==> src/rtl/id_gen_if.sv <==
// Handshake bundle for the identifier generator: token request in, character stream out.
interface id_gen_if;
    logic       start;
    logic [3:0] letters;
    logic [3:0] digits;
    logic       ready;
    logic [7:0] char;
    logic       valid;
    logic       busy;
    logic       done;

    modport master (
        output start, letters, digits, ready,
        input  char, valid, busy, done
    );

    modport slave (
        input  start, letters, digits, ready,
        output char, valid, busy, done
    );
endinterface

==> src/rtl/id_gen.sv <==
// Pseudo-random identifier generator: emits L letters, D digits and a separator per token,
// one registered character per valid/ready handshake, driven by a 16-bit Fibonacci LFSR.
module id_gen #(
    parameter logic [15:0] SEED     = 16'hACE1,
    parameter logic [7:0]  SEP_CHAR = 8'd32
) (
    input  logic     clk,
    input  logic     reset,
    id_gen_if.slave  bus
);

    typedef enum logic [2:0] {
        IDLE = 3'd0,
        LET  = 3'd1,
        DIG  = 3'd2,
        SEP  = 3'd3,
        FIN  = 3'd4
    } state_t;

    state_t      state_q, state_d;
    logic [15:0] lfsr_q, lfsr_d;
    logic [7:0]  char_q, char_d;
    logic        valid_q, valid_d;
    logic [3:0]  cnt_q, cnt_d;
    logic [3:0]  dlat_q, dlat_d;
    logic [15:0] lfsr_adv;
    logic        hs;

    function automatic logic [15:0] lfsr_step(input logic [15:0] q);
        return {q[14:0], q[15] ^ q[13] ^ q[12] ^ q[10]};
    endfunction

    // Bit 5 picks the case, bits 4:0 folded into the 26-letter range.
    function automatic logic [7:0] letter_of(input logic [5:0] q);
        logic [4:0] i;
        i = q[4:0];
        if (i >= 5'd26) i = i - 5'd26;
        return q[5] ? (8'h41 + {3'b000, i}) : (8'h61 + {3'b000, i});
    endfunction

    function automatic logic [7:0] digit_of(input logic [3:0] q);
        logic [3:0] k;
        k = q;
        if (k >= 4'd10) k = k - 4'd10;
        return 8'h30 + {4'b0000, k};
    endfunction

    always_ff @(posedge clk or posedge reset) begin
        if (reset) begin
            state_q <= IDLE;
            lfsr_q  <= SEED;
            char_q  <= 8'h00;
            valid_q <= 1'b0;
            cnt_q   <= 4'd0;
            dlat_q  <= 4'd0;
        end else begin
            state_q <= state_d;
            lfsr_q  <= lfsr_d;
            char_q  <= char_d;
            valid_q <= valid_d;
            cnt_q   <= cnt_d;
            dlat_q  <= dlat_d;
        end
    end

    // Next char is always built from the post-step LFSR so handshakes can run back to back.
    always_comb begin
        state_d  = state_q;
        lfsr_d   = lfsr_q;
        char_d   = char_q;
        valid_d  = valid_q;
        cnt_d    = cnt_q;
        dlat_d   = dlat_q;
        lfsr_adv = lfsr_step(lfsr_q);
        hs       = valid_q & bus.ready;

        case (state_q)
            IDLE: begin
                if (bus.start && (bus.letters != 4'd0)) begin
                    state_d = LET;
                    cnt_d   = bus.letters;
                    dlat_d  = bus.digits;
                    valid_d = 1'b1;
                    char_d  = letter_of(lfsr_q[5:0]);
                end
            end
            LET: begin
                if (hs) begin
                    lfsr_d = lfsr_adv;
                    if (cnt_q == 4'd1) begin
                        if (dlat_q != 4'd0) begin
                            state_d = DIG;
                            cnt_d   = dlat_q;
                            char_d  = digit_of(lfsr_adv[3:0]);
                        end else begin
                            state_d = SEP;
                            char_d  = SEP_CHAR;
                        end
                    end else begin
                        cnt_d  = cnt_q - 4'd1;
                        char_d = letter_of(lfsr_adv[5:0]);
                    end
                end
            end
            DIG: begin
                if (hs) begin
                    lfsr_d = lfsr_adv;
                    if (cnt_q == 4'd1) begin
                        state_d = SEP;
                        char_d  = SEP_CHAR;
                    end else begin
                        cnt_d  = cnt_q - 4'd1;
                        char_d = digit_of(lfsr_adv[3:0]);
                    end
                end
            end
            SEP: begin
                if (hs) begin
                    state_d = FIN;
                    valid_d = 1'b0;
                    char_d  = 8'h00;
                end
            end
            FIN: begin
                state_d = IDLE;
            end
            default: begin
                state_d = IDLE;
            end
        endcase
    end

    assign bus.char  = char_q;
    assign bus.valid = valid_q;
    assign bus.busy  = (state_q != IDLE);
    assign bus.done  = (state_q == FIN);

endmodule

==> src/flat_wrapper.sv <==
// flat-port wrapper written by rule: the top's interface ports become plain ports
module id_gen_flat 
#(
    parameter logic [15:0] SEED     = 16'hACE1,
    parameter logic [7:0]  SEP_CHAR = 8'd32
)
  (clk, reset, bus_start, bus_letters, bus_digits, bus_ready, bus_char, bus_valid, bus_busy, bus_done);
  id_gen_if bus_i ();
  input  logic clk;
  input  logic reset;
  input wire logic [$bits(bus_i.start)-1:0] bus_start;
  input wire logic [$bits(bus_i.letters)-1:0] bus_letters;
  input wire logic [$bits(bus_i.digits)-1:0] bus_digits;
  input wire logic [$bits(bus_i.ready)-1:0] bus_ready;
  output wire logic [$bits(bus_i.char)-1:0] bus_char;
  output wire logic [$bits(bus_i.valid)-1:0] bus_valid;
  output wire logic [$bits(bus_i.busy)-1:0] bus_busy;
  output wire logic [$bits(bus_i.done)-1:0] bus_done;
  assign bus_i.start = bus_start;
  assign bus_i.letters = bus_letters;
  assign bus_i.digits = bus_digits;
  assign bus_i.ready = bus_ready;
  assign bus_char = bus_i.char;
  assign bus_valid = bus_i.valid;
  assign bus_busy = bus_i.busy;
  assign bus_done = bus_i.done;
  id_gen #(.SEED(SEED), .SEP_CHAR(SEP_CHAR)) u_core (.clk(clk), .reset(reset), .bus(bus_i));
endmodule
==> config.mk <==
export PLATFORM = sky130hd
export DESIGN_NAME = id_gen_flat
export DESIGN_NICKNAME = d
export VERILOG_FILES = /design/src/rtl/id_gen_if.sv /design/src/rtl/id_gen.sv /design/src/flat_wrapper.sv
export SDC_FILE = /design/constraint.sdc
export NUM_CORES = 1
export LEC_CHECK = 0
export CORE_UTILIZATION = 52
export CTS_CLUSTER_SIZE = 28
export DETAILED_ROUTE_END_ITERATION = 8
export PLACE_DENSITY_LB_ADDON = 0.15
export SETUP_SLACK_MARGIN = 0.2
export SYNTH_ARGS = -nofsm -noshare
export SYNTH_HDL_FRONTEND = slang
export SYNTH_SLANG_ARGS = --single-unit
==> constraint.sdc <==
create_clock -name clk -period 3.05 [get_ports clk]
set_clock_uncertainty 0.2 [all_clocks]
set_input_delay 0.305 -clock clk [delete_from_list [all_inputs] [get_ports clk]]
set_output_delay 0.305 -clock clk [all_outputs]
set_load 0.03 [all_outputs]
==> results of run 1 <==
[through the flow]
| stage | instances | utilization |
|---|---|---|
| after floorplan | 285 | - |
| after global routing | 378 | 0.628 |
| final | 378 | 0.628 |
| after global placement | 370 | 0.608 |
| after CTS | 378 | 0.627 |
| after detailed placement | 370 | 0.608 |
[final cells by class]
class	count	area, um2
timing repair buffer	33	303
clock inverter	3	23.8
multi-input combinational	223	1570
clock buffer	5	68.8
fill	449	1780
inverter	11	41.3
sequential	36	913
tap	67	83.8
[power groups by stage]
stage | clock, mW | combinational (mW) | sequential, mW
after floorplan | 0 | 1.56 | 0.981
after global placement | 0 | 2.13 | 0.968
after detailed placement | 0 | 2.16 | 0.976
after CTS | 0.370 | 2.17 | 0.967
after global routing | 0.383 | 2.39 | 1.01
final | 0.357 | 2.17 | 0.971
[logic make-up after synthesis]
kind of cell	after synthesis
AOI/OAI and AO/OA	80
xor gates and xnor gates	9
DFF	36
buffers and inverters	26
adders and majority gates	10
muxes	22
and+or+nand+nor	102
[metal layers]
| metal | up-vias | share of wire | track usage |
|---|---|---|---|
| li1 | 1080 | - | - |
| met3 | 15 | 0.048 | 0.0497 |
| met5 | - | 0 | 0 |
| met2 | 78 | 0.48 | 0.401 |
| met1 | 1070 | 0.44 | 0.325 |
| met4 | 0 | 0.027 | 0.105 |
[registers in the layout (all words and copies together) (netlist names)]
name / count
u_core.cnt_q: 4
u_core.dlat_q: 4
u_core.bus.valid: 1
u_core.state_q: 3
u_core.bus.char: 8
u_core.lfsr_q: 16
[worst min path at each step]
stage / from / end / slack, ns / depth (start not counted)
finish: reset / u_core.cnt_q[3] / 0.21 / 3
global route: reset / u_core.cnt_q[3] / 0.26 / 3
CTS: reset / u_core.cnt_q[3] / 0.22 / 3
detailed placement: u_core.bus.char[1] / u_core.bus.char[1] / 0.30 / 2
global placement: u_core.lfsr_q[8] / u_core.lfsr_q[8] / 0.29 / 1
floorplan: bus_digits[0] / u_core.dlat_q[0] / 0.26 / 1
[cell usage in the layout, fill, tap and decap left out, types with 3 or more instances in the layout]
cell type / n
a211oi_1: 3
a21boi_0: 3
a21oi_1: 15
a221oi_1: 3
buf_4: 11
clkbuf_8: 5
clkdlybuf4s50_1: 22
dfrtp_1: 26
dfstp_2: 8
ha_1: 10
inv_1: 8
mux2_2: 17
mux2i_1: 4
nand2_1: 38
nand2b_1: 4
nand3_1: 8
nand4_1: 3
nor2_1: 18
nor3_1: 5
nor3b_1: 3
o21ai_0: 28
xnor2_1: 4
xor2_1: 3
[critical path, cell delays in order (launching register included)]
cell	delay (ns)
dfrtp_2	0.44
inv_1	0.13
ha_1	0.23
and2_1	0.16
a22o_1	0.22
or2_2	0.31
ha_1	0.26
nand3_1	0.10
a21oi_1	0.04
o31ai_1	0.22
a21oi_1	0.12
a221oi_2	0.17
[repair_timing]
| item | CTS | global route |
|---|---|---|
| hold buffers | 0 | 0 |
| setup endpoints to repair | 0 | 2 |
| resized for setup | 0 | 2 |
==> flow_summary.yaml, run 1 <==
run_status:
  status: "complete, no violations"
sta:
  finalHoldViolCount: 0
  worst_hold_slack_ns: 0.206
  setup_viol: 0
  max_freq_ghz: 0.374
  drv_slew: 0
  period_share: 0.878
  fin_crit_ns: 2.68
  relSlewSlack: 0.569
  setup_slack_ns: 0.373
  worst_pin_slew_ns: 0.647
  rsz0062_at_grt: "no"
  tns_ns: 0
yosys:
  synth_edf_count: 0
  syn_nets: 307
  syn_area_per_cell_um2: 9.14
  synthTopCellsByCount: "38 x nand2_1, 28 x dfrtp_1, 28 x o21ai_0"
  synth-seq-area-share: 0.349
  synth_top_area_frac: 0.269
  synth_area_um2: 2610
  synth_ff_type: "dfrtp_1"
  ys_types: 69
  async_reset_ff_frac: 1.00
  yosys_warnings: 0
  yosys.area_share.simple: 0.208
  synth_fa_ha_area_frac: 0.0480
  synth-xor-area-share: 0.0360
  synthCells: 285
  yosys-mux-area-fraction: 0.0946
  synth_top_family_by_area: "compound AO/OA/AOI/OAI gates"
  yosys.cell_count.top_type: "nand2_1"
  synthTopCellsByArea: "dfrtp_1 27%, dfstp_2 8.1%, mux2_2 7.3%"
  synth-seq-cells: 36
  synth_compound_area_frac: 0.216
  synth_top_area_cell: "dfrtp_1"
cells_and_area:
  antennaDiodeCount: 0
  fin_nets: 332
  area.growth.synth_to_final_pct: 15.3
  drive_gt1_frac: 0.222
  fin_area_um2: 3010
worst_setup_path:
  crit_type: "reg -> reg"
  crit_fanout: 7
  crit_path_end: "u_core.bus.char[4]"
  worstReg2RegStart: "u_core.lfsr_q[1]"
  endpoint_kind: "flop"
  r2r-end: "u_core.bus.char[4]"
  critPathLaunch: "u_core.lfsr_q[1]"
  crit_required_ns: 3.06
  ff2ff_setup_slack_ns: 0.37
  cp.arrival_ns: 2.69
  reg2reg_depth: 11
  critPathLaunchType: "flop"
die:
  die_x_um: 72.8
  io_pins: 23
  num_rows: 25
  coreArea_um2: 4790
  start_util: 0.545
  die_area_um2: 5300
  die_h_um: 72.8
clocking:
  htree_levels: 2
  path_clk_slew_ns: 0.09
  cts_buffers: 5
  cts_root_buf: "clkbuf_8"
  clockBufferDepth: 2
  clock_latency_ns: 0.30
  postCtsSetupRepairBufs: 0
  tritoncts: "done"
  cts.sinks: 36
drt:
  wire_per_inst_um: 15.8
  drt_wl_total_mm: 5.99
  via_count: 2243
  antenna_left: 0
  drc: 0
  vias_per_cell: 5.93
  firstDrtPassIters: 4
  first_iter_violations: 123
global_route:
  grt_pass1_wl_mm: 10.0
  grt-ovfl-total: 0
  grt_max_degree: 37
  grt.total_usage: 0.248
  antenna_found_initial: 0
  grt_pass1_vias: 2112
place:
  dpl_worst_slack_ns: 0.357
  placed_area_um2: 2910
  dp_hpwl_mm: 4.46
  port_buffers: 22
  globalplace.congestion: 0.910
power:
  switching_share: 0.480
  power_frac_comb: 0.621
  p_switching_mw: 1.68
  internal_power_mw: 1.82
  p_leak_nw: 1.22
  seq_power_share: 0.277
  ir_worst_vdd_uv: 634
  pwr-share-clk: 0.102
  powerDensity_nw_per_um2: 1170
  p_total_mw: 3.50
min_path:
  hold_path_class: "in -> async"
job:
  max_cap_violations: 0
Power figures use the tool's default switching activity.
==> inputs of run 2 (changes only) <==
--- a/config.mk
+++ b/config.mk
@@ -9,7 +9,7 @@
 export CTS_CLUSTER_SIZE = 28
 export DETAILED_ROUTE_END_ITERATION = 8
 export PLACE_DENSITY_LB_ADDON = 0.15
-export SETUP_SLACK_MARGIN = 0.2
+export SETUP_SLACK_MARGIN = 0.05
 export SYNTH_ARGS = -nofsm -noshare
 export SYNTH_HDL_FRONTEND = slang
 export SYNTH_SLANG_ARGS = --single-unit
==> run 2 against run 1 <==
  * Worst setup slack worse by 0.028 ns
  * Worst hold slack better by 0.0040 ns
  * Register-to-register slack hardly changed
  * Sequential cell count stayed put
  * Largest cell class unchanged
  * Fmax is 1.0% lower
  * Die area stayed put
  * Final cell count stayed put
  * Core utilization is 0.052 points lower
  * Via count is 1.7% lower
  * Sequential power is 0.8% lower
  * First-iteration DRC count is 37% higher
==> flow_summary.yaml, run 2 (same netlist as run 1, synthesis figures left out) <==
place:
  port_buffers: 22
  dp_hpwl_mm: 4.35
  globalplace.congestion: 0.893
clocking:
  clock_latency_ns: 0.30
  post_cts_resized: 0
  htree_levels: 2
  postCtsSetupRepairBufs: 0
  clockBufferDepth: 2
  cts_root_buf: "clkbuf_8"
  cts.sinks: 36
  cts_buffers: 5
  tritoncts: "done"
  path_clk_slew_ns: 0.09
  holdBufCountCts: 0
worst_setup_path:
  path_depth: 3
  reg2reg_depth: 11
  slowest_delay_ns: 0.68
  r2r-end: "u_core.bus.char[4]"
  worst-path-buf-inv: 1
  worstReg2RegStart: "u_core.lfsr_q[2]"
  cp.arrival_ns: 2.20
  crit_chain: "or2_0 > nor2_1 > clkdlybuf4s50_1"
  crit_type: "reg -> out"
  ff2ff_setup_slack_ns: 0.36
  crit_fanout: 26
  path_delay_family: "buffers and inverters"
  crit_path_end: "bus_done"
  crit_required_ns: 2.54
  critPathLaunchType: "flop"
  endpoint_kind: "output port"
  critPathLaunch: "u_core.state_q[1]"
  critPathSlowestCell: "clkdlybuf4s50_1"
sta:
  tns_ns: 0
  max_freq_ghz: 0.370
  fin_crit_ns: 2.70
  worst_pin_slew_ns: 0.672
  drv_slew: 0
  setup_viol: 0
  period_share: 0.887
  rsz0062_at_grt: "no"
  relSlewSlack: 0.552
  worst_hold_slack_ns: 0.210
  finalHoldViolCount: 0
die:
  die_x_um: 72.8
  coreArea_um2: 4790
  io_pins: 23
  num_rows: 25
  start_util: 0.545
  die_h_um: 72.8
  die_area_um2: 5300
drt:
  antenna_left: 0
  via_count: 2205
  wire_per_inst_um: 15.5
  wl_met2_mm: 2.80
  top_layer: "met4"
  drt_wl_total_mm: 5.85
  firstDrtPassIters: 4
  dr_wl_met3_um: 297
  vias_per_cell: 5.83
  first_iter_violations: 169
  drc: 0
  wl_met1_mm: 2.69
cells_and_area:
  mostFrequentLayoutCells: "38 x nand2_1, 28 x o21ai_0, 28 x dfrtp_1, 22 x clkdlybuf4s50_1, 18 x nor2_1"
  drive_gt1_frac: 0.215
  top_register: "u_core.lfsr_q"
  final_common_cell: "nand2_1"
  seq_area_um2: 911
  multi_input_area_um2: 1570
  largest_register_ffs: 16
  antennaDiodeCount: 0
  fin_nets: 332
  area.growth.synth_to_final_pct: 15.2
  fillers: 420
power:
  powerDensity_nw_per_um2: 1160
  ir_worst_vdd_uv: 576
  p_leak_nw: 1.22
global_route:
  grt_max_degree: 37
  grt_pass1_wl_mm: 9.80
  grt_pass1_vias: 2010
  grt-ovfl-total: 0
  grt.total_usage: 0.244
  antenna_found_initial: 0
job:
  max_cap_violations: 0
min_path:
  hold_path_class: "in -> async"
run_status:
  status: "complete, no violations"
## run 2: cell count changes in the layout (fill, tap and decap cells not counted)
cell | before | now
dfrtp_2 | 2 | 0
dfrtp_1 | 26 | 28
## run 2: tightest hold or removal path, delay by kind of cell
family                 cells  cell delay [ns]
buffers and inverters      3             0.84
## run 2: per-stage QoR
| stage | setup slack [ns] | instance area [um2] | cells | power [mW] | util |
|---|---|---|---|---|---|
| 6_report | 0.345 | 3000 | 378 | 3.49 | 0.627 |
| 5_1_grt | 0.149 | 3000 | 378 | 3.77 | 0.627 |
| 4_1_cts | 0.326 | 3000 | 378 | 3.50 | 0.627 |
| 3_5_place_dp | 0.404 | 2910 | 370 | 3.13 | 0.608 |
| 3_3_place_gp | 0.462 | 2910 | 370 | 3.10 | 0.608 |
| 2_1_floorplan | 0.185 | 2610 | 285 | 2.54 | - |
## run 2: routing by layer
| metal | up-vias | global-route usage |
|---|---|---|
| met1 | 1069 | 0.324 |
| met2 | 58 | 0.413 |
| li1 | 1072 | - |
| met4 | 0 | 0.0588 |
| met3 | 6 | 0.0428 |
| met5 | - | 0 |
## run 2: cell type report
type,instances,share of cell area
Clock buffer,5,0.0229
Clock inverter,3,0.00792
Inverter,11,0.0138
Multi-Input combinational cell,223,0.523
Sequential cell,36,0.303
Tap cell,67,0.0279
Timing Repair Buffer,33,0.101
## run 2: worst min path at each step
stage / startpoint / to / cells past startpoint
finish: reset / u_core.bus.char[1] / 3
global route: reset / u_core.lfsr_q[8] / 3
CTS: reset / u_core.bus.char[1] / 3
detailed placement: u_core.lfsr_q[9] / u_core.lfsr_q[9] / 1
global placement: u_core.lfsr_q[9] / u_core.lfsr_q[10] / 1
floorplan: bus_digits[0] / u_core.dlat_q[0] / 1
## run 2: where the power goes
group / total, mW / internal, mW / switching [mW]
Combinational: 2.17 / 0.937 / 1.24
Sequential: 0.963 / 0.721 / 0.242
Clock: 0.358 / 0.162 / 0.196
Total: 3.49 / 1.82 / 1.68
